<file path="src/rtl/cross_bar_pkg.sv">
`default_nettype none
// cross_bar_pkg: shared crossbar constants, master-id type and one-hot encoder.
// Revision: 1.0
package cross_bar_pkg;

    localparam int MASTER_N = 4;
    localparam int MASTER_W = (MASTER_N > 1) ? $clog2(MASTER_N) : 1;
    localparam int DATA_W   = 32;
    localparam int OUTST_N  = 4;

    typedef logic [MASTER_W-1:0] mid_t;

    function automatic mid_t onehot2bin(input logic [MASTER_N-1:0] oh);
        mid_t r;
        r = '0;
        for (int i = 0; i < MASTER_N; i++) begin
            if (oh[i]) begin
                r = r | mid_t'(i);
            end
        end
        return r;
    endfunction

endpackage
`default_nettype wire

</file>
<file path="src/rtl/cross_bar_fifo.sv">
`default_nettype none
// cross_bar_fifo: synchronous FIFO with combinational head and wrap-bit pointers.
// Revision: 1.0
module cross_bar_fifo #(
    parameter int WIDTH = 2,
    parameter int DEPTH = 4
) (
    input  logic             clk,
    input  logic             aresetn,
    input  logic             push,
    input  logic             pop,
    input  logic [WIDTH-1:0] wdata,
    output logic [WIDTH-1:0] rdata,
    output logic             full,
    output logic             empty
);

    localparam int PTR_W = $clog2(DEPTH);
    localparam logic [PTR_W:0] c_ptr_one = {{PTR_W{1'b0}}, 1'b1};

    logic [PTR_W:0]   r_wptr;
    logic [PTR_W:0]   r_rptr;
    logic [WIDTH-1:0] r_mem [DEPTH];
    logic             w_push;
    logic             w_pop;

    // Guards keep the count within 0..DEPTH even if a caller misbehaves.
    assign w_push = push & ~full;
    assign w_pop  = pop & ~empty;

    always_ff @(posedge clk or negedge aresetn) begin
        if (!aresetn) begin
            r_wptr <= '0;
            r_rptr <= '0;
        end else begin
            if (w_push) begin
                r_wptr <= r_wptr + c_ptr_one;
            end
            if (w_pop) begin
                r_rptr <= r_rptr + c_ptr_one;
            end
        end
    end

    always_ff @(posedge clk or negedge aresetn) begin
        if (!aresetn) begin
            for (int i = 0; i < DEPTH; i++) begin
                r_mem[i] <= '0;
            end
        end else if (w_push) begin
            r_mem[r_wptr[PTR_W-1:0]] <= wdata;
        end
    end

    assign rdata = r_mem[r_rptr[PTR_W-1:0]];
    assign full  = (r_wptr[PTR_W] != r_rptr[PTR_W]) &&
                   (r_wptr[PTR_W-1:0] == r_rptr[PTR_W-1:0]);
    assign empty = (r_wptr == r_rptr);

endmodule
`default_nettype wire

</file>
<file path="src/rtl/cross_bar_slave_resp.sv">
`default_nettype none
// cross_bar_slave_resp: per-slave ack routing and in-order read response steering.
// Revision: 1.0
module cross_bar_slave_resp
    import cross_bar_pkg::*;
#(
    parameter int OUTST_N = cross_bar_pkg::OUTST_N
) (
    input  logic                           clk,
    input  logic                           aresetn,
    input  logic [MASTER_N-1:0]            grant,
    input  logic                           mux_req,
    input  logic                           mux_cmd,
    output logic                           slave_req,
    input  logic                           slave_ack,
    input  logic                           slave_resp,
    input  logic [DATA_W-1:0]              slave_rdata,
    output logic [MASTER_N-1:0]            master_ack,
    output logic [MASTER_N-1:0]            master_resp,
    output logic [MASTER_N-1:0][DATA_W-1:0] master_rdata,
    output logic                           rd_full,
    output logic                           resp_err
);

    logic w_full;
    logic w_empty;
    logic w_accept;
    logic w_push;
    logic w_pop;
    mid_t w_head;
    mid_t w_grant_id;
    logic r_resp_err;

    // Reads stall whenever the tracker is full, even if it drains this cycle.
    assign slave_req  = aresetn & mux_req & ~(~mux_cmd & w_full);
    assign w_accept   = slave_req & slave_ack;
    assign master_ack = grant & {MASTER_N{w_accept}};
    assign w_grant_id = onehot2bin(grant);
    assign w_push     = w_accept & ~mux_cmd;
    assign w_pop      = aresetn & slave_resp & ~w_empty;

    cross_bar_fifo #(
        .WIDTH (MASTER_W),
        .DEPTH (OUTST_N)
    ) u_fifo (
        .clk     (clk),
        .aresetn (aresetn),
        .push    (w_push),
        .pop     (w_pop),
        .wdata   (w_grant_id),
        .rdata   (w_head),
        .full    (w_full),
        .empty   (w_empty)
    );

    always_comb begin
        master_resp  = '0;
        master_rdata = '0;
        for (int i = 0; i < MASTER_N; i++) begin
            if (w_pop && (w_head == mid_t'(i))) begin
                master_resp[i]  = 1'b1;
                master_rdata[i] = slave_rdata;
            end
        end
    end

    always_ff @(posedge clk or negedge aresetn) begin
        if (!aresetn) begin
            r_resp_err <= 1'b0;
        end else if (slave_resp && w_empty) begin
            r_resp_err <= 1'b1;
        end
    end

    assign rd_full  = w_full;
    assign resp_err = r_resp_err;

endmodule
`default_nettype wire

</file>
<file path="config.mk">
export PLATFORM = sky130hd
export DESIGN_NAME = cross_bar_slave_resp
export DESIGN_NICKNAME = d
export VERILOG_FILES = /design/src/rtl/cross_bar_pkg.sv /design/src/rtl/cross_bar_fifo.sv /design/src/rtl/cross_bar_slave_resp.sv
export SDC_FILE = /design/constraint.sdc
export NUM_CORES = 1
export LEC_CHECK = 0
export CELL_PAD_IN_SITES_DETAIL_PLACEMENT = 0
export CELL_PAD_IN_SITES_GLOBAL_PLACEMENT = 1
export CORE_ASPECT_RATIO = 2
export CORE_UTILIZATION = 20
export CTS_CLUSTER_DIAMETER = 200
export DETAILED_ROUTE_END_ITERATION = 8
export PLACE_DENSITY_LB_ADDON = 0.1
export REMOVE_ABC_BUFFERS = 1
export SYNTH_ARGS = -nofsm -noshare
export SYNTH_HDL_FRONTEND = slang
export SYNTH_SLANG_ARGS = --single-unit
</file>
<file path="constraint.sdc">
create_clock -name clk -period 2.5 [get_ports clk]
set_clock_uncertainty 0.1 [all_clocks]
set_input_delay 0.25 -clock clk [delete_from_list [all_inputs] [get_ports clk]]
set_output_delay 0.25 -clock clk [all_outputs]
set_load 0.01 [all_outputs]
</file>
==> impl_metrics.py <==
metrics = {
    "sta": {
        "hold_viol": 0,
        "rsz0062_at_grt": "yes",
        "max-slew-margin-rel_pct": 72.24,
        "max_freq_ghz": 0.4107,
        "tightest_slew_ns": 0.4100,
        "finalCritPeriodShare_pct": 97.40,
        "setup_tns_ns": 0,
        "report.final.slew_viol_count": 0,
        "setup_viol": 0,
        "fin_crit_ns": 2.435,
    },
    "pwr": {
        "leakagePower_nw": 2.477,
        "ir_drop_mv": 0.7923,
        "power_density_nw_per_um2": 989.1,
    },
    "critical_path": {
        "critPathArrivalTime_ns": 2.08,
        "crit_chain": "mux4_2 > and2_4 > and3_1 > dlygate4sd2_1",
        "r2r_slack_ns": 0.53,
        "cp-end-kind": "output pin",
        "r2r-end": "u_fifo.r_mem[3]",
        "worstPathRequired_ns": 2.15,
        "crit_fanout": 33,
        "reg2reg_from": "u_fifo.r_rptr[1]",
        "slowest_stage": "mux4_2",
        "rr_worst_depth": 5,
        "critical_path_class": "reg -> out",
        "critPathMaxStageDelay_ns": 0.61,
        "critPathLaunchType": "flip-flop",
    },
    "final_layout": {
        "regArea_um2": 376.6,
        "num-fill-cells": 1005,
        "syn2layout_area_growth_pct": 104.3,
        "multi_input_area_um2": 1411,
        "final_cell_mix": "and3_1, dlygate4sd2_1, clkdlybuf4s15_1, clkdlybuf4s50_1, buf_4",
        "stdcell_area_um2": 3968,
        "drive_above_1_share_pct": 14.32,
        "layout_commonest_cell": "and3_1",
        "fin_nets": 460,
        "n_antenna_cell": 0,
    },
    "synth": {
        "synth_area_um2": 1942,
        "syn_area_per_cell_um2": 8.480,
        "ys_seq_area_share_pct": 19.33,
        "synth.ff_latch_count": 15,
        "yosysWarnings": 0,
        "yosysUniqueCellTypes": 35,
        "syn_inst": 229,
        "async_reset_ff_share_pct": 100.0,
        "synth_ff_type": "dfrtp_1",
        "synth_edf_count": 0,
    },
    "global_route": {
        "grt_max_degree": 44,
        "grt-ovfl-total": 0,
        "first_global_vias": 2416,
        "antenna_found_initial": 0,
        "grtUsageTotal_pct": 17.59,
        "grt_first_pass_wirelength_mm": 13.76,
    },
    "clock_network": {
        "clk-insertion-delay-late_ns": 0.24,
        "path_clk_slew_ns": 0.05,
        "clk_path_buf_depth": 2,
        "root_buffer": "clkbuf_16",
        "cts_max_level": 1,
        "cts_hold_buf": 0,
        "cts_tree": "done",
        "tritoncts.num_buffers": 3,
        "cts_sinks": 15,
    },
    "drt": {
        "drtIter0Drc": 125,
        "routedWlPerCell_um": 18.01,
        "drt-total-wl_mm": 9.293,
        "antenna_left": 0,
        "remaining_drc_errors": 0,
        "via_per_inst": 4.795,
        "firstDrtPassIters": 4,
        "dr_total_vias": 2474,
    },
    "floorplanning": {
        "ioPinCount": 181,
        "dieArea_um2": 10130,
        "core_um2": 9384,
        "initial_utilization_pct": 20.69,
        "die_height_um": 141.4,
        "rows": 50,
        "die_width_um": 71.68,
    },
    "placed_design": {
        "placed_cell_area_um2": 3959,
        "place_congestion": 0.7489,
        "hpwl_mm": 7.097,
        "port_buffers": 180,
    },
    "hold_path": {
        "min_path_cells": 1,
        "holdPathEnd": "resp_err",
        "hp-start": "resp_err",
        "holdCritPathClass": "reg -> reg",
    },
    "outcome": {
        "status": "finished, final reports clean",
    },
    "flow_run": {
        "cap_violations": 0,
    },
}
[timing repair]
action | in CTS | in global routing
pin swaps | 1 | 1
buffers inserted | 3 | 0
gates cloned | 1 | 0
setup endpoints to repair | 137 | 75
resized for setup | 141 | 56
[flip-flops by register name (all words and copies together) (netlist names)]
| signal | cells |
|---|---|
| resp_err | 1 |
| u_fifo.r_rptr | 3 |
| u_fifo.r_mem | 8 |
| u_fifo.r_wptr | 3 |
[kinds of logic (layout without fill, tap and decap cells)]
group,after synthesis,in the layout,share of synthesized area [%]
DFF,15,15,19.33
muxes,11,11,7.539
AOI/OAI and AO/OA,10,10,6.380
buffers and inverters,29,212,8.376
and+or+nand+nor,151,151,49.81
xor gates and xnor gates,8,8,5.348
adders and majority gates,5,5,3.222
[worst max-delay path by stage]
stage | startpoint | end | cells after the start
6_report | u_fifo.r_rptr[0] | master_rdata[126] | 4
5_1_grt | u_fifo.r_rptr[0] | master_rdata[113] | 4
4_1_cts | u_fifo.r_rptr[0] | master_rdata[88] | 6
3_5_place_dp | u_fifo.r_rptr[0] | master_rdata[27] | 6
3_3_place_gp | u_fifo.r_rptr[0] | master_rdata[35] | 6
2_1_floorplan | u_fifo.r_rptr[0] | master_rdata[0] | 3
[synth_stat cells, drive strengths merged, types with 2 or more instances]
cell    instances  area share [%]
buf            17             5.8
xor2            3             2.1
or2             2            0.64
nor3            2            0.52
dfrtp          15              19
inv             2            0.39
xnor2           5             3.2
nand2           2            0.39
clkbuf         10             2.2
ha              5             3.2
and2            5             1.7
and3          134              43
mux4            2             2.3
o311ai          4             3.1
nor2b           2             1.4
mux2            9             5.2
[metrics by stage]
stage          utilization (%)  hold WS (ns)  setup WS, ns  total power [W]  cells
3_3_place_gp             42.19        0.3590       0.03640         0.003737    508
2_1_floorplan                -       -0.1456      -0.08465         0.001822    202
3_5_place_dp             42.19        0.3662       0.01951         0.003774    508
4_1_cts                  41.87        0.3815      0.008176         0.003952    516
6_report                 42.28        0.3741       0.06502         0.003924    516
5_1_grt                  42.28        0.3951      -0.02828         0.004180    516
[where the power goes]
part           internal (W)  total (W)  leakage [nW]  switching (W)
registers          0.000364   0.000481         0.179       0.000117
clock network      0.000216   0.000311        0.0382      0.0000954
logic               0.00147    0.00313          2.26        0.00166
[critical path, delay by kind of cell, from the launching register on]
kind / cells / cell delay (ns)
multiplexers: 1 / 0.61
AND/OR/NAND/NOR: 2 / 0.53
flip-flops: 1 / 0.40
buffers and inverters: 1 / 0.29
[cell type report]
cell class / count / share of cell area [%]
Multi-Input combinational cell: 185 / 35.57
Sequential cell: 15 / 9.492
Inverter: 2 / 0.1892
Timing Repair Buffer: 206 / 49.48
Clock buffer: 4 / 1.987
Tap cell: 104 / 3.280
[per-layer routing]
layer / GRT usage (%) / wire length (um) / up-vias
li1: - / - / 1212
met3: 1.847 / 610 / 8
met5: 0 / 0 / -
met4: 4.438 / 179 / 0
met2: 36.79 / 5238 / 122
met1: 17.40 / 3265 / 1132
Power figures use the tool's default switching activity.
==> RTL change, RTL diff (same settings) <==
Make the reset (`aresetn`) synchronous in 3 clocked blocks.
--- a/src/rtl/cross_bar_fifo.sv
+++ b/src/rtl/cross_bar_fifo.sv
@@ -28,7 +28,7 @@
     assign w_push = push & ~full;
     assign w_pop  = pop & ~empty;
 
-    always_ff @(posedge clk or negedge aresetn) begin
+    always_ff @(posedge clk) begin
         if (!aresetn) begin
             r_wptr <= '0;
             r_rptr <= '0;
@@ -42,7 +42,7 @@
         end
     end
 
-    always_ff @(posedge clk or negedge aresetn) begin
+    always_ff @(posedge clk) begin
         if (!aresetn) begin
             for (int i = 0; i < DEPTH; i++) begin
                 r_mem[i] <= '0;
--- a/src/rtl/cross_bar_slave_resp.sv
+++ b/src/rtl/cross_bar_slave_resp.sv
@@ -64,7 +64,7 @@
         end
     end
 
-    always_ff @(posedge clk or negedge aresetn) begin
+    always_ff @(posedge clk) begin
         if (!aresetn) begin
             r_resp_err <= 1'b0;
         end else if (slave_resp && w_empty) begin
Check against the original RTL: differs if aresetn is asserted again (counterexample within 4 cycles, from zero or initial values and one cycle with aresetn low); with aresetn held inactive, the same outputs for 10 cycles.
==> RTL change against the original RTL <==
Cell area is 4.3% higher. Global-route usage is 0.48 points lower. Area after synthesis is 6.3% higher. Sequential cell count is 2 higher. Wire length is 3.3% higher. Cell count is 12% higher. Worst setup slack worse by 26 ps. Critical path type unchanged. Critical endpoint is now master_rdata[105]. Highest routed layer unchanged.
Power is not compared: it rests on default switching activity, and its combinational part moved more than twofold at a synthesized area within 25%.
==> RTL change: results <==
set metrics [dict create \
    status "completed" \
    holdCritStartpoint "resp_err" \
    dr.pass1.iters 6 \
    wirelength_mm 9.597 \
    r2r_setup_slack_ps 570 \
    place_hpwl_mm 7.471 \
    synth_area_per_cell_um2 7.845 \
    synth_edf_count 8 \
    synth_fa_ha_area_share_pct 1.213 \
    synth.area.top_cells "and3_1 (39%), edfxtp_1 (12%), dfxtp_1 (8.7%), buf_6 (4.9%), nand2_1 (2.5%)" \
    synth_top_flop_cell "dfxtp_1" \
    reg2reg_to "u_fifo.r_mem[0][0]" \
    drt_iter0_markers 138 \
    met3WireLength_um 862 \
    grt_use_met2_pct 33.62 \
    reg2regPathDepth 6 \
    yosysSeqAreaShare_pct 20.38 \
    final_cells 579 \
    grtUsageTotal_pct 17.11 \
    finalWeightedCongestion 0.7777 \
    whs_endpoint "resp_err" \
    synth.area.mux_share_pct 3.699 \
    synth_xor_area_share_pct 4.912 \
    use_met3_pct 4.432 \
    final_nets 489 \
    use_met1_pct 16.94 \
    fill_cells 1059 \
    synth.distinct_cells 40 \
    grt_pass1_vias 2426 \
    grt_max_degree 34 \
    holdPathStages 2 \
    synth-compound-area-share_pct 6.186 \
    grt_pass1_wl_mm 14.13 \
    avgViaCountPerCell 4.651 \
    crit_arrival_ps 2110 \
    dr_wl_met2_mm 5.221 \
]
[RTL change: cell type report]
class | instances | area, µm² | area share, %
clock buffer | 3 | 75.07 | 1.814
clock inverter | 1 | 5.005 | 0.1209
inverter | 1 | 3.754 | 0.09069
multi-input combinational | 213 | 1460 | 35.28
sequential | 17 | 427.9 | 10.34
tap | 135 | 168.9 | 4.081
timing repair buffer | 209 | 1998 | 48.28
[RTL change: metrics by stage]
stage          setup TNS (ps)  hold WS (ps)
3_5_place_dp           -1.192         443.9
4_1_cts                -196.3         451.8
6_report                    0         442.3
3_3_place_gp           -5.594         440.1
2_1_floorplan          -13780         257.3
5_1_grt                -333.7         454.8
[RTL change: how the worst max path moves through the flow]
stage,from,to,slack [ps],cells after the start
4_1_cts,flop,master_rdata[111],-90,5
2_1_floorplan,u_fifo.r_wptr[0],master_rdata[0],-110,3
3_5_place_dp,aresetn,master_rdata[117],-1,7
5_1_grt,u_fifo.r_mem[0][1],master_rdata[39],-40,6
3_3_place_gp,aresetn,master_rdata[117],-6,7
6_report,flop,master_rdata[105],40,6
[RTL change: cells by family after synthesis]
| logic type | count (synthesis) |
|---|---|
| multiplexers | 5 |
| XOR/XNOR | 6 |
| AND/OR/NAND/NOR | 184 |
| buffers and inverters | 33 |
| adder cells (fa/ha/maj) | 2 |
| flip-flops | 17 |
| AO/OA/AOI/OAI | 16 |
[RTL change: power breakdown]
part           leakage (nW)  switching [mW]  internal [mW]
combinational          2.26           0.746          0.687
sequential            0.159          0.0727          0.347
clock                0.0409           0.109          0.214
total                  2.46           0.928           1.25
[RTL change: worst max-delay path: stages (launching register included)]
cell	delay (ps)
dfxtp_2	350
mux4_2	570
buf_12	160
and2_4	150
buf_12	160
and3_1	180
dlygate4sd2_1	280
